--- config.mk ---
export PLATFORM = sky130hd
export DESIGN_NAME = scroll_display
export DESIGN_NICKNAME = d
export VERILOG_FILES = /design/src/rtl/scroll_pkg.sv /design/src/rtl/msg_rom.sv /design/src/rtl/scroll_display.sv
export SDC_FILE = /design/constraint.sdc
export NUM_CORES = 1
export LEC_CHECK = 0
export ABC_CLOCK_PERIOD_IN_PS = 3200
export CAP_MARGIN = 10
export CELL_PAD_IN_SITES_DETAIL_PLACEMENT = 0
export CELL_PAD_IN_SITES_GLOBAL_PLACEMENT = 1
export CORE_MARGIN = 1.5
export CORE_UTILIZATION = 48
export CTS_BUF_LIST = sky130_fd_sc_hd__clkbuf_16
export DETAILED_ROUTE_END_ITERATION = 10
export GPL_TIMING_DRIVEN = 0
export HOLD_SLACK_MARGIN = 0.15
export MAX_ROUTING_LAYER = met4
export PLACE_DENSITY_LB_ADDON = 0.1
export SYNTH_ARGS = -nofsm -noshare
export SYNTH_HDL_FRONTEND = slang
export SYNTH_SLANG_ARGS = --single-unit
export TNS_END_PERCENT = 100
--- constraint.sdc ---
create_clock -name clk -period 3.2 [get_ports clk]
set_input_delay 0.96 -clock clk [delete_from_list [all_inputs] [get_ports clk]]
set_output_delay 0.96 -clock clk [all_outputs]
set_load 0.005 [all_outputs]
--- src/rtl/scroll_pkg.sv ---
// Shared definitions for the scrolling 7-segment driver: segment codes,
// the default message and a width helper.
package scroll_pkg;

    typedef enum logic {
        DIR_LEFT  = 1'b0,
        DIR_RIGHT = 1'b1
    } scroll_dir_e;

    // Segment codes: bit7..bit1 = a..g, bit0 = dp, active-high.
    localparam logic [7:0] SEG_SPACE = 8'h00;
    localparam logic [7:0] SEG_D     = 8'h7A;
    localparam logic [7:0] SEG_E     = 8'h9E;
    localparam logic [7:0] SEG_H     = 8'h6E;
    localparam logic [7:0] SEG_L     = 8'h1C;
    localparam logic [7:0] SEG_O     = 8'hFC;
    localparam logic [7:0] SEG_R     = 8'h0A;
    localparam logic [7:0] SEG_U     = 8'h7C;
    localparam logic [7:0] SEG_W1    = 8'h60;
    localparam logic [7:0] SEG_W2    = SEG_U;
    localparam logic [7:0] SEG_DP    = 8'h01;

    localparam int DEFAULT_MSG_LEN = 12;

    // "HELLO WOrLd." with the full stop folded into the dp of the last digit.
    localparam logic [7:0] DEFAULT_MSG [DEFAULT_MSG_LEN] = '{
        SEG_H, SEG_E, SEG_L, SEG_L, SEG_O, SEG_SPACE,
        SEG_W1, SEG_W2, SEG_O, SEG_R, SEG_L, SEG_D | SEG_DP
    };

    function automatic int width_of(input int n);
        return (n <= 1) ? 1 : $clog2(n);
    endfunction

endpackage

--- src/rtl/msg_rom.sv ---
// Combinational character ROM: tape index in, segment code out; anything
// past the end of the message reads as a blank.
module msg_rom
    import scroll_pkg::*;
#(
    parameter int MSG_LEN = 12,
    parameter int IDX_W   = 4
) (
    input  logic [IDX_W-1:0] idx,
    output logic [7:0]       code
);

    always_comb begin
        code = SEG_SPACE;
        for (int i = 0; i < DEFAULT_MSG_LEN; i++) begin
            if (i < MSG_LEN && idx == IDX_W'(i)) begin
                code = DEFAULT_MSG[i];
            end
        end
    end

endmodule

--- src/rtl/scroll_display.sv ---
// Self-running scrolling-message driver for a multiplexed 7-segment display:
// scan/step/position counters plus registered segment and anode outputs.
module scroll_display
    import scroll_pkg::*;
#(
    parameter int NUM_DIGITS    = 4,
    parameter int MSG_LEN       = 12,
    parameter int SCAN_DIV      = 50000,
    parameter int STEP_TICKS    = 250,
    parameter int AN_ACTIVE_LOW = 1
) (
    input  logic                  clk,
    input  logic                  rst_n,
    input  logic                  en,
    input  logic                  dir,
    input  logic                  pause,
    input  logic                  restart,
    output logic [7:0]            seg,
    output logic [NUM_DIGITS-1:0] an,
    output logic                  wrap
);

    localparam int TAPE_LEN = MSG_LEN + NUM_DIGITS;
    localparam int SC_W     = width_of(SCAN_DIV);
    localparam int ST_W     = width_of(STEP_TICKS);
    localparam int DG_W     = width_of(NUM_DIGITS);
    localparam int POS_W    = width_of(TAPE_LEN);

    localparam logic [SC_W-1:0]       SC_LAST  = SC_W'(SCAN_DIV - 1);
    localparam logic [ST_W-1:0]       ST_LAST  = ST_W'(STEP_TICKS - 1);
    localparam logic [DG_W-1:0]       DG_LAST  = DG_W'(NUM_DIGITS - 1);
    localparam logic [POS_W-1:0]      POS_LAST = POS_W'(TAPE_LEN - 1);
    localparam logic [POS_W:0]        TAPE_EXT = (POS_W + 1)'(TAPE_LEN);
    localparam logic [NUM_DIGITS-1:0] AN_OFF   =
        (AN_ACTIVE_LOW != 0) ? {NUM_DIGITS{1'b1}} : {NUM_DIGITS{1'b0}};

    logic [SC_W-1:0]       r_sc;
    logic [ST_W-1:0]       r_st;
    logic [DG_W-1:0]       r_dg;
    logic [POS_W-1:0]      r_pos;
    logic [7:0]            r_seg;
    logic [NUM_DIGITS-1:0] r_an;
    logic                  r_wrap;

    logic                  w_scanTick;
    logic                  w_stepDue;
    logic [POS_W:0]        w_tapeSum;
    logic [POS_W-1:0]      w_tapeIdx;
    logic [POS_W-1:0]      w_posNext;
    logic                  w_posWraps;
    logic [NUM_DIGITS-1:0] w_anOn;
    logic [7:0]            w_char;

    // pos + dg is below 2*TAPE_LEN, so one conditional subtract gives the modulo.
    always_comb begin
        w_scanTick = (r_sc == SC_LAST);
        w_stepDue  = w_scanTick && (r_st == ST_LAST) && !pause;
        w_tapeSum  = {1'b0, r_pos} + (POS_W + 1)'(r_dg);
        w_tapeIdx  = (w_tapeSum >= TAPE_EXT) ? POS_W'(w_tapeSum - TAPE_EXT)
                                             : POS_W'(w_tapeSum);
        w_anOn     = AN_OFF ^ (NUM_DIGITS'(1) << r_dg);
        if (dir == DIR_RIGHT) begin
            w_posWraps = (r_pos == '0);
            w_posNext  = w_posWraps ? POS_LAST : r_pos - POS_W'(1);
        end else begin
            w_posWraps = (r_pos == POS_LAST);
            w_posNext  = w_posWraps ? '0 : r_pos + POS_W'(1);
        end
    end

    msg_rom #(
        .MSG_LEN (MSG_LEN),
        .IDX_W   (POS_W)
    ) u_msg_rom (
        .idx  (w_tapeIdx),
        .code (w_char)
    );

    always_ff @(posedge clk or negedge rst_n) begin
        if (!rst_n) begin
            r_sc   <= '0;
            r_st   <= '0;
            r_dg   <= '0;
            r_pos  <= '0;
            r_seg  <= '0;
            r_an   <= AN_OFF;
            r_wrap <= 1'b0;
        end else begin
            r_wrap <= 1'b0;
            if (en) begin
                r_sc <= w_scanTick ? '0 : r_sc + SC_W'(1);
                if (w_scanTick) begin
                    r_dg <= (r_dg == DG_LAST) ? '0 : r_dg + DG_W'(1);
                end
                if (w_scanTick && !pause) begin
                    r_st <= (r_st == ST_LAST) ? '0 : r_st + ST_W'(1);
                end
                if (w_stepDue) begin
                    r_pos  <= w_posNext;
                    r_wrap <= w_posWraps;
                end
                r_seg <= w_char;
                r_an  <= w_anOn;
            end else begin
                r_seg <= '0;
                r_an  <= AN_OFF;
            end
            // Restart beats a coincident step and swallows its wrap pulse.
            if (restart) begin
                r_pos  <= '0;
                r_st   <= '0;
                r_wrap <= 1'b0;
            end
        end
    end

    assign seg  = r_seg;
    assign an   = r_an;
    assign wrap = r_wrap;

endmodule

Word level (Yosys, flattened, before mapping)
Cells that the tools add are included.
{ "op_classes": {"shifts": 1, "addsub": 7, "n_reduce_logical": 12, "order_cmp": 1, "n_bitwise": 1, "mux": 31, "n_eq_ne": 15} }
{ "op_table": {"columns": ["op", "n"], "rows": [
  ["$mux 8", 16],
  ["$mux 4", 8],
  ["$eq 4x4->1 const B", 5],
  ["$add 16x1->16 const B", 1],
  ["$eq 16x16->1 const B", 1],
  ["$eq 4x3->1 const B", 4],
  ["$mux 16", 1],
  ["$add 8x1->8 const B", 1],
  ["$eq 4x2->1 const B", 2],
  ["$eq 8x8->1 const B", 1],
  ["$logic_not 4->1", 2],
  ["$sub 4x1->4 const B", 2],
  ["$mux 7", 1],
  ["$reduce_and 2->1", 3],
  ["$reduce_bool 2->1", 3],
  ["$add 4x2->5", 1],
  ["$ge 5x5->1 const B", 1],
  ["$add 4x1->4 const B", 1],
  ["$eq 4x1->1 const B", 1],
  ["$mux 1", 4],
  ["$not 4->4", 1],
  ["$shl 1x2->4 const A", 1],
  ["$logic_and 1x1->1", 3],
  ["$add 2x1->2 const B", 1],
  ["3 further kinds", 3]
]} }
{ "totals": {"elab_cells": 75, "input_bits": 6, "output_inout_bits": 13, "reg_bits": 43} }

Longest topological paths before layout
Gate-level depths: netlist of the first run.
{ "depth": {"depth_word": 17, "depth_mapped": 7, "mapped_depth_nobuf": 6} }

Hierarchy
From an unflattened synthesis of the first run, not the netlist that was laid out.
{ "unflattened": {"hier_cells": 257, "area_unflattened_um2": 2486.1} }
{ "modules_own_cells": {"columns": ["mod", "seq_area_each_um2", "area_per_inst_um2", "n_inst", "cells_each"], "rows": [
  ["scroll_display", 1081.0, 2311.0, 1, 233],
  ["msg_rom", 0.0, 175.2, 1, 24]
]} }

Worst setup path after synthesis of the first run
No wires, ideal clock.
{ "synth_timing": {"path_type": "input to register", "start": "input port en", "end": "register r_pos[2]", "t_required_ps": 3122, "n_path_buf": 1, "t_arrival_ps": 2446, "slack_ps": 676, "path_stages": 5, "setup_time_ps": 78, "path_cell_list": "buf_2 nand4_1 nor4_1 or4b_1 a21oi_1"} }
{ "synth_between": {"elab_chain_len": 2} }
{ "synth_lines": {"columns": ["element", "line", "rtl"], "rows": [
  ["start, declared", "scroll_display.sv:14", "input logic en,"],
  ["$reduce_bool 2->1 (no line)", null, null],
  ["$reduce_and 2->1 (no line)", null, null],
  ["end signal, assigned", "scroll_display.sv:99", "r_pos <= w_posNext;"],
  ["end, declared", "scroll_display.sv:40", "logic [POS_W-1:0] r_pos;"]
]} }
No other way between the ends.
A chain may end at the register's enable or synchronous reset.

Final worst setup path of the first run
{ "layout_timing": {"start": "input port pause", "end": "register r_pos[2]"} }
{ "layout_between": {"elab_chain_len": 4} }
{ "layout_lines": {"columns": ["element", "line", "rtl"], "rows": [
  ["start, declared", "scroll_display.sv:16", "input logic pause,"],
  ["$logic_not 1->1", "scroll_display.sv:57", "w_stepDue = w_scanTick && (r_st == ST_LAST) && !pause;"],
  ["$logic_and 1x1->1", "scroll_display.sv:57", null],
  ["$reduce_bool 2->1 (no line)", null, null],
  ["$reduce_and 2->1 (no line)", null, null]
]} }
No other way between the ends.

==> impl_metrics.csv, run 1 <==
group,metric,value,unit
outcome,outcome,"finished clean",
clock_tree,cts.reportedPaths.clkPinSlew,0.06,ns
critical_path,crit_fanout,7,
critical_path,end_kind,"flip-flop",
critical_path,crit_type,"primary input to flip-flop",
timing,max_freq,380,MHz
hold_path,whs_path_depth,1,
critical_path,cp.arrival,2.83,ns
grt,grt_pass1_wl,8.39,mm
clock_tree,cts_tree,"built",
routing,ant_nets,0,
synthesis,syn-cell-area,2320,sq um
clock_tree,clkLatencyLatePin,0.28,ns
clock_tree,cts_resized,0,
synthesis,netlist_instances,236,
critical_path,r2r_slack,0.79,ns
timing,fin_hold_ws,0.457,ns
floorplan,die_w,72.5,um
clock_tree,clockBufferDepth,2,
clock_tree,h-tree-depth,2,
critical_path,timing.rr.start,"r_sc[11]$_DFFE_PN0P_",
timing,finalSetupTns,0,ns
hold_path,hold_end,"r_sc[15]$_DFFE_PN0P_",
critical_path,rr_worst_depth,4,
routing,vias,1834,
critical_path,regToRegEndpoint,"r_dg[1]$_DFFE_PN0P_",
layout,antennaDiodeCount,0,
place,detailed_place.area,2560,sq um
synthesis,synth.net_count,254,
routing,drcViolationCount,0,
pwr,ir_drop,0.332,mV
routing,dr.pass1.iters,4,
timing,rsz0062_at_grt,"no",
grt,overflow,0,
routing,wire_per_inst,15.0,um
place,gp_congestion,0.797,
place,placedCellCount,307,
pwr,power_density,458,nW/um^2
timing,fin_crit,2.63,ns
timing,finClkSkew,0.00315,ns
synthesis,synth.distinct_cells,55,
synthesis,ys_seq_area_frac,0.455,
timing,worst_pin_slew,0.816,ns
floorplan,placementRows,25,
clock_tree,cts_buffers,5,
grt,grt.total_usage,0.212,
hold_path,holdCritStartpoint,"r_sc[15]$_DFFE_PN0P_",
critical_path,cp-start-kind,"primary input",
place,io_buffer_count,16,
place,dp_hpwl,3.24,mm
clock_tree,root_buffer,"clkbuf_16",
timing,final_hold_viol_count,0,
grt,grt_start_max_net_pins,32,
timing,slew_headroom,0.452,
synthesis,synth-main-ff-cell,"dfrtp_1",
grt,grt_pass1_vias,1766,
layout,area_growth,16.3,%
clock_tree,cts_hold_buf,0,
place,pre_cts_ws,0.295,ns
layout,final_cell_mix,"dfrtp_1, nand2_1, nor2_1",
routing,wl,4.71,mm
flow_run,max-cap-violations,0,
timing,finalMaxSlewViolations,0,
layout,layout_commonest_cell,"dfrtp_1",
timing,worst_slack,0.569,ns
layout,nets,278,
pwr,total_leakage_power,1.11,nW
routing,drt_iter0_markers,138,
timing,final.period_utilization,0.822,
hold_path,hold_class,"flip-flop to flip-flop",
layout,drive_gt1_frac,0.0881,
grt,antenna_found_initial,0,
clock_tree,cts_setup_buffers,0,
synthesis,async_reset_ff_frac,1.00,
synthesis,yosysWarnings,0,
floorplan,initial_utilization,0.495,
critical_path,critPathRequiredTime,3.40,ns
timing,setup_viol,0,
floorplan,die_y,72.5,um
routing,via_per_inst,5.82,
floorplan,fp.coreArea,4690,sq um
clock_tree,numClockSinks,42,
floorplan,die_area,5260,sq um
synthesis,synth_edf_count,0,
synthesis,syn_area_per_cell,9.83,sq um
floorplan,io_pins,19,
synthesis,ys_ff_latch,42,
layout,fin_area,2700,sq um
layout,fin_cells,315,
cell families after synthesis:
kind of cell	share of synthesized area
AOI/OAI and AO/OA	0.114
xor gates and xnor gates	0.0641
adders and majority gates	0.0679
buffers and inverters	0.0399
DFF	0.455
muxes	0.0323
and+or+nand+nor	0.227
where the power goes:
group | switching [mW] | internal, mW
Clock | 0.192 | 0.280
Sequential | 0.0604 | 0.577
Combinational | 0.0696 | 0.0593
worst max path at each step:
stage | startpoint | to | slack, ns
global route | en | r_pos[2]$_DFFE_PN0P_ | 0.33
CTS | en | r_pos[2]$_DFFE_PN0P_ | 0.59
floorplan | en | r_pos[2]$_DFFE_PN0P_ | 0.68
finish | pause | r_pos[2]$_DFFE_PN0P_ | 0.57
global placement | rst_n | r_st[3]$_DFFE_PN0P_ | 0.08
detailed placement | en | r_pos[2]$_DFFE_PN0P_ | 0.29
synthesized netlist by cell type (2+ instances only):
| cell | number | area [sq um] |
|---|---|---|
| nand3_1 | 10 | 50.1 |
| nand3b_1 | 2 | 15.0 |
| o32ai_1 | 3 | 26.3 |
| dfstp_2 | 4 | 105 |
| nand2_1 | 21 | 78.8 |
| dfrtp_1 | 38 | 951 |
| nand4_1 | 8 | 50.1 |
| a311oi_1 | 3 | 26.3 |
| xor2_1 | 4 | 35.0 |
| a211oi_1 | 4 | 30.0 |
| nor4_1 | 5 | 31.3 |
| or2_2 | 2 | 12.5 |
| nand4b_1 | 2 | 17.5 |
| clkbuf_1 | 5 | 18.8 |
| buf_1 | 3 | 11.3 |
| nor2b_1 | 3 | 18.8 |
| nor2_1 | 16 | 60.1 |
| o21ai_0 | 7 | 35.0 |
| xnor2_1 | 13 | 114 |
| inv_1 | 12 | 45.0 |
| nor3_1 | 9 | 45.0 |
| and3_1 | 2 | 12.5 |
| ha_1 | 11 | 138 |
| nand2b_1 | 2 | 12.5 |
| mux2i_1 | 3 | 30.0 |
| mux2_2 | 2 | 22.5 |
| a31oi_1 | 2 | 12.5 |
| or3_1 | 4 | 25.0 |
| a21oi_1 | 10 | 50.1 |
critical path, cell delays in order:
cell             delay (ns)
clkdlybuf4s50_1        0.50
or4_1                  0.54
clkbuf_2               0.19
or4b_1                 0.49
a21oi_1                0.15
registers in the layout (all words and copies together), names as in the netlist:
name and flops:
wrap 1, r_pos 4, seg 7, r_dg 2
r_sc 16, an 4, r_st 8
stage by stage:
| step | power, mW | utilization |
|---|---|---|
| detailed placement | 0.776 | 0.546 |
| global route | 1.30 | 0.575 |
| finish | 1.24 | 0.575 |
| CTS | 1.25 | 0.575 |
| global placement | 0.768 | 0.543 |
| floorplan | 0.715 | - |
layout make-up:
type / count / area [sq um]
buffer: 11 / 47.5
clock buffer: 5 / 125
clock inverter: 3 / 11.3
fill: 401 / 1990
inverter: 12 / 45.0
multi-input combinational: 171 / 1170
sequential: 42 / 1060
tap: 54 / 67.6
timing repair buffer: 17 / 175
routing by layer:
metal | wire length, um | share of wire | global-route usage
met5 | 0 | 0 | -
met4 | 63 | 0.013 | 0.0692
met3 | 160 | 0.034 | 0.0333
met2 | 2270 | 0.48 | 0.347
met1 | 2210 | 0.47 | 0.269
No activity file was read; power rests on OpenSTA's default activity.
==> run 2, diff against run 1 <==
Settings changed: ABC_CLOCK_PERIOD_IN_PS 3200 to 2100, CORE_UTILIZATION 48 to 41.
Clock period 3.2 ns to 2.1 ns, I/O delays scaled along.
==> run 2 against run 1 <==
Net effect:
- the flow now finishes with violations (setup timing)
- flip-flop and latch count stayed put
- final area is 8.2% higher
- first-iteration DRC count is 26% lower
- critical path type unchanged
- combinational power is 61% higher
==> impl_metrics.csv, run 2 (same netlist as run 1, synthesis figures left out) <==
group,metric,value,unit
clock_tree,cts.reportedPaths.clkPinSlew,0.06,ns
flow_run,max-cap-violations,0,
layout,regMostFlops,"r_sc",
critical_path,critPathMaxStageDelay,0.59,ns
critical_path,crit_type,"primary input to flip-flop",
critical_path,regToRegEndpoint,"r_pos[2]$_DFFE_PN0P_",
grt,overflow,0,
critical_path,worstPathBufferInverterCount,2,
critical_path,crit_fanout,5,
critical_path,timing.rr.start,"r_sc[10]$_DFFE_PN0P_",
clock_tree,cts_hold_buf,0,
floorplan,fp.coreArea,5470,sq um
layout,fin_cells,342,
grt,antenna_found_initial,0,
pwr,power_frac_seq,0.509,
critical_path,critPathRequiredTime,2.31,ns
pwr,p_int,1.41,mW
layout,fin_area,2920,sq um
timing,slew_headroom,0.547,
place,pre_cts_ws,-0.479,ns
timing,finalMaxSlewViolations,0,
layout,antennaDiodeCount,0,
timing,rsz0062_at_grt,"yes",
pwr,pwr-share-clk,0.382,
critical_path,cp.arrival,2.50,ns
floorplan,die_area,6120,sq um
critical_path,end_kind,"flip-flop",
layout,fill_cells,491,
critical_path,critPathTopFamily,"simple AND/OR/NAND/NOR gates",
place,io_buffer_count,16,
routing,vias,1853,
critical_path,rr_worst_depth,5,
clock_tree,clkLatencyLatePin,0.28,ns
grt,grt_pass1_vias,1719,
floorplan,die_y,78.2,um
timing,fin_crit,2.29,ns
pwr,power_density,654,nW/um^2
pwr,sw_frac_of_total,0.264,
routing,ant_nets,0,
grt,grt_start_max_net_pins,26,
critical_path,slowest_stage,"or4_4",
timing,max_freq,437,MHz
timing,worst_pin_slew,0.674,ns
critical_path,cp_cell_sequence,"clkdlybuf4s50_1 > or4_4 > buf_6 > or4b_4 > a21oi_2",
layout,final_core_util,0.534,
floorplan,initial_utilization,0.424,
timing,setup_viol,9,
clock_tree,cts_buffers,5,
grt,grt_pass1_wl,8.52,mm
floorplan,die_w,78.2,um
pwr,p_switching,504,uW
pwr,power_frac_comb,0.109,
grt,grt.total_usage,0.184,
place,placedCellCount,325,
floorplan,placementRows,27,
critical_path,r2r_slack,-0.18,ns
timing,final_hold_viol_count,0,
pwr,ir_drop,0.404,mV
layout,layout_commonest_cell,"dfrtp_1",
timing,worst_slack,-0.186,ns
place,dp_hpwl,3.34,mm
clock_tree,root_buffer,"clkbuf_16",
outcome,outcome,"finished, violations left",
routing,drcViolationCount,0,
clock_tree,numClockSinks,42,
timing,finClkSkew,0.00592,ns
layout,seqCellArea,1060,sq um
layout,multiInputGateArea,1290,sq um
layout,area_growth,25.8,%
pwr,total_leakage_power,1.17,nW
routing,wl,5.03,mm
clock_tree,h-tree-depth,2,
routing,wire_per_inst,14.7,um
routing,drt_iter0_markers,102,
floorplan,io_pins,19,
timing,finalSetupTns,-0.645,ns
layout,drive_gt1_frac,0.196,
clock_tree,clockBufferDepth,2,
layout,nets,287,
critical_path,cp-start-kind,"primary input",
layout,final_cell_mix,"dfrtp_1, nand2_1, nor2_1",
place,detailed_place.area,2590,sq um
clock_tree,cts_tree,"built",
place,gp_congestion,0.793,
layout,largest_register_ffs,16,
outcome,violations,"setup timing",
hold_path,hold_class,"primary input to asynchronous set/reset pin",
routing,via_per_inst,5.42,
timing,fin_hold_ws,0.295,ns
routing,dr.pass1.iters,4,
timing,final.period_utilization,1.09,
pwr,power,1.91,mW
-- run 2: layout make-up --
class	count	share of cell area
buffer	10	0.0171
clock buffer	5	0.0428
clock inverter	3	0.00428
inverter	12	0.0154
multi-input combinational	171	0.441
sequential	42	0.362
tap	72	0.0308
timing repair buffer	27	0.0857
-- run 2: how the worst max path moves through the flow --
stage                                     from                    to  slack, ns  cells past startpoint
after floorplan           r_sc[11]$_DFFE_PN0P_  r_pos[2]$_DFFE_PN0P_       -0.1                      5
after global placement                   rst_n  r_sc[11]$_DFFE_PN0P_      -0.77                      1
after detailed placement                    en  r_pos[2]$_DFFE_PN0P_      -0.48                      5
after CTS                 r_sc[10]$_DFFE_PN0P_  r_pos[2]$_DFFE_PN0P_      -0.20                      5
after global routing      r_sc[10]$_DFFE_PN0P_  r_pos[2]$_DFFE_PN0P_      -0.22                      5
final                                    pause  r_pos[2]$_DFFE_PN0P_      -0.19                      5
-- run 2: power by group through the flow --
stage	logic (mW)	registers (mW)	clock network, mW
4_1_cts	0.209	0.967	0.748
5_1_grt	0.244	0.986	0.794
6_report	0.208	0.973	0.729
3_5_place_dp	0.197	0.979	0
3_3_place_gp	0.192	0.980	0
2_1_floorplan	0.133	0.957	0
-- run 2: timing repair --
action                     4_1_cts  5_1_grt
pin swaps                        1        4
resized for setup                6       20
buffers inserted                 7        3
setup endpoints to repair       19       22
-- run 2: routing by layer --
layer | track usage | vias to the layer above | routed length [um]
li1 | - | 916 | -
met1 | 0.262 | 902 | 2580
met2 | 0.257 | 28 | 2230
met3 | 0.0453 | 7 | 157
met4 | 0.0589 | 0 | 62
met5 | - | - | 0
-- run 2: worst reg2reg max path: stages (launching register included) --
cell     delay [ns]
dfrtp_2        0.40
or4_4          0.57
or4_4          0.50
buf_6          0.14
or4b_4         0.48
a21oi_2        0.13
==> run 3, diff against run 2 <==
Settings changed: GPL_TIMING_DRIVEN 0 to not set, PLACE_DENSITY set to 0.85, PLACE_DENSITY_LB_ADDON 0.1 to not set.
==> run 3 against run 2 <==
Net effect:
- the flow still finishes with violations (setup timing)
- register-to-register slack improved by 0.17 ns
- flip-flop and latch count unchanged
- clock-buffer cell count unchanged
- cell count increased by 3.5%
- maximum frequency increased by 8.3%
- combinational power increased by 12%
- largest cell class unchanged
==> impl_metrics.csv, run 3 (same netlist as run 1, synthesis figures left out) <==
group,metric,value,unit
critical_path,crit_top_cell,"or4_4",
grt,grt_pass1_wl,8.36,mm
place,io_buffer_count,18,
grt,grt_start_max_net_pins,43,
pwr,ir_drop,0.408,mV
timing,final_hold_viol_count,0,
critical_path,critPathTopFamily,"simple AND/OR/NAND/NOR gates",
timing,finalMaxSlewViolations,0,
floorplan,die_area,6120,sq um
clock_tree,cts_buffers,5,
layout,fin_area,2930,sq um
clock_tree,root_buffer,"clkbuf_16",
grt,overflow,0,
timing,max_freq,474,MHz
floorplan,io_pins,19,
clock_tree,clkLatencyLatePin,0.28,ns
timing,final.period_utilization,1.01,
clock_tree,cts.reportedPaths.clkPinSlew,0.06,ns
layout,area_growth,26.4,%
place,gp_congestion,0.810,
grt,grt_pass1_vias,1830,
timing,slew_headroom,0.652,
layout,largest_register_ffs,16,
grt,grt.total_usage,0.176,
clock_tree,cts_setup_buffers,0,
hold_path,hold_class,"primary input to asynchronous set/reset pin",
outcome,violations,"setup timing",
place,detailed_place.area,2780,sq um
pwr,p_int,1.42,mW
pwr,p_switching,495,uW
routing,ant_nets,0,
critical_path,end_kind,"flip-flop",
clock_tree,numClockSinks,42,
timing,worst_pin_slew,0.522,ns
critical_path,critPathRequiredTime,2.31,ns
floorplan,initial_utilization,0.424,
layout,layout_commonest_cell,"dfrtp_1",
grt,antenna_found_initial,0,
routing,vias,1892,
timing,finClkSkew,0.00514,ns
clock_tree,clockBufferDepth,2,
critical_path,crit_fanout,3,
pwr,power_frac_seq,0.499,
critical_path,crit_type,"flip-flop to flip-flop",
layout,drive_gt1_frac,0.195,
floorplan,fp.coreArea,5470,sq um
clock_tree,cts_tree,"built",
place,pre_cts_ws,-0.249,ns
routing,drt_iter0_markers,140,
pwr,total_leakage_power,1.24,nW
routing,via_per_inst,5.34,
routing,drcViolationCount,0,
pwr,power_density,653,nW/um^2
timing,rsz0062_at_grt,"yes",
routing,wire_per_inst,13.4,um
pwr,power_frac_comb,0.121,
clock_tree,h-tree-depth,2,
timing,setup_viol,1,
floorplan,die_y,78.2,um
outcome,outcome,"finished, violations left",
layout,regMostFlops,"r_sc",
flow_run,max-cap-violations,0,
layout,final_cell_mix,"dfrtp_1, buf_4, nand2_1",
timing,fin_crit,2.11,ns
timing,worst_slack,-0.0107,ns
critical_path,cp.arrival,2.32,ns
pwr,sw_frac_of_total,0.258,
critical_path,slowest_stage,"or4_4",
clock_tree,cts_hold_buf,0,
layout,antennaDiodeCount,0,
critical_path,critPathMaxStageDelay,0.55,ns
critical_path,r2r_slack,-0.01,ns
pwr,pwr-share-clk,0.380,
critical_path,cp-start-kind,"flip-flop",
critical_path,cp_cell_sequence,"or4_4 > or4_4 > or4b_1 > a21oi_1",
place,dp_hpwl,3.31,mm
layout,nets,299,
routing,wl,4.75,mm
floorplan,placementRows,27,
critical_path,worstPathBufferInverterCount,0,
routing,dr.pass1.iters,4,
floorplan,die_w,78.2,um
[run 3: cell count changes in the layout (fill, tap and decap cells not counted), moves of 2 or more]
cell | before | now
buf_1 | 2 | 0
buf_4 | 11 | 31
clkbuf_1 | 5 | 0
clkdlybuf4s50_1 | 15 | 17
dfrtp_1 | 36 | 38
dfrtp_2 | 2 | 0
nor3_1 | 7 | 9
nor3_2 | 2 | 0
nor4_1 | 2 | 4
o21ai_0 | 5 | 7
[run 3: per-stage QoR]
stage / hold WS, ns / cells / utilization / power, mW / setup TNS, ns
after floorplan: 0.334 / 236 / - / 1.09 / -0.0965
final: 0.409 / 354 / 0.536 / 1.92 / -0.0107
after detailed placement: 0.485 / 346 / 0.507 / 1.20 / -2.76
after global routing: 0.472 / 354 / 0.536 / 2.01 / -0.0878
after CTS: 0.435 / 354 / 0.534 / 1.94 / -0.0112
after global placement: 0.454 / 346 / 0.507 / 1.19 / -2.46
[run 3: cell type report]
class | count | area, sq um
Sequential cell | 42 | 1060
Clock buffer | 5 | 125
Inverter | 12 | 45.0
Fill cell | 501 | 2540
Timing Repair Buffer | 49 | 408
Multi-Input combinational cell | 171 | 1200
Clock inverter | 3 | 12.5
Tap cell | 72 | 90.1
[run 3: per-layer routing]
layer	part of all wire	global-route usage	vias to the layer above	wire, um
met5	0	-	-	0
met4	0.016	0.0732	0	75
met3	0.027	0.0314	6	127
met2	0.47	0.272	29	2250
met1	0.48	0.230	913	2300
li1	-	-	944	-
[run 3: power by group through the flow]
stage / clock, mW / sequential [mW] / combinational [mW]
2_1_floorplan: 0 / 0.957 / 0.133
3_3_place_gp: 0 / 0.966 / 0.228
3_5_place_dp: 0 / 0.968 / 0.237
4_1_cts: 0.747 / 0.955 / 0.237
5_1_grt: 0.776 / 0.965 / 0.268
6_report: 0.727 / 0.956 / 0.233
[run 3: what timing repair did]
action | 4_1_cts | 5_1_grt
gates cloned | 0 | 0
resized for setup | 2 | 2
pin swaps | 1 | 5
setup endpoints to repair | 3 | 7
[run 3: worst paths after layout]
check / start / endpoint / depth (start not counted)
min reg2reg: r_st[7]$_DFFE_PN0P_ / r_st[7]$_DFFE_PN0P_ / 1
min: rst_n / r_sc[6]$_DFFE_PN0P_ / 2
max in group asynchronous: rst_n / an[2]$_DFF_PN1_ / 2
max reg2reg: r_sc[11]$_DFFE_PN0P_ / r_pos[2]$_DFFE_PN0P_ / 4
min in group clk: r_st[7]$_DFFE_PN0P_ / r_st[7]$_DFFE_PN0P_ / 1
max: r_sc[11]$_DFFE_PN0P_ / r_pos[2]$_DFFE_PN0P_ / 4
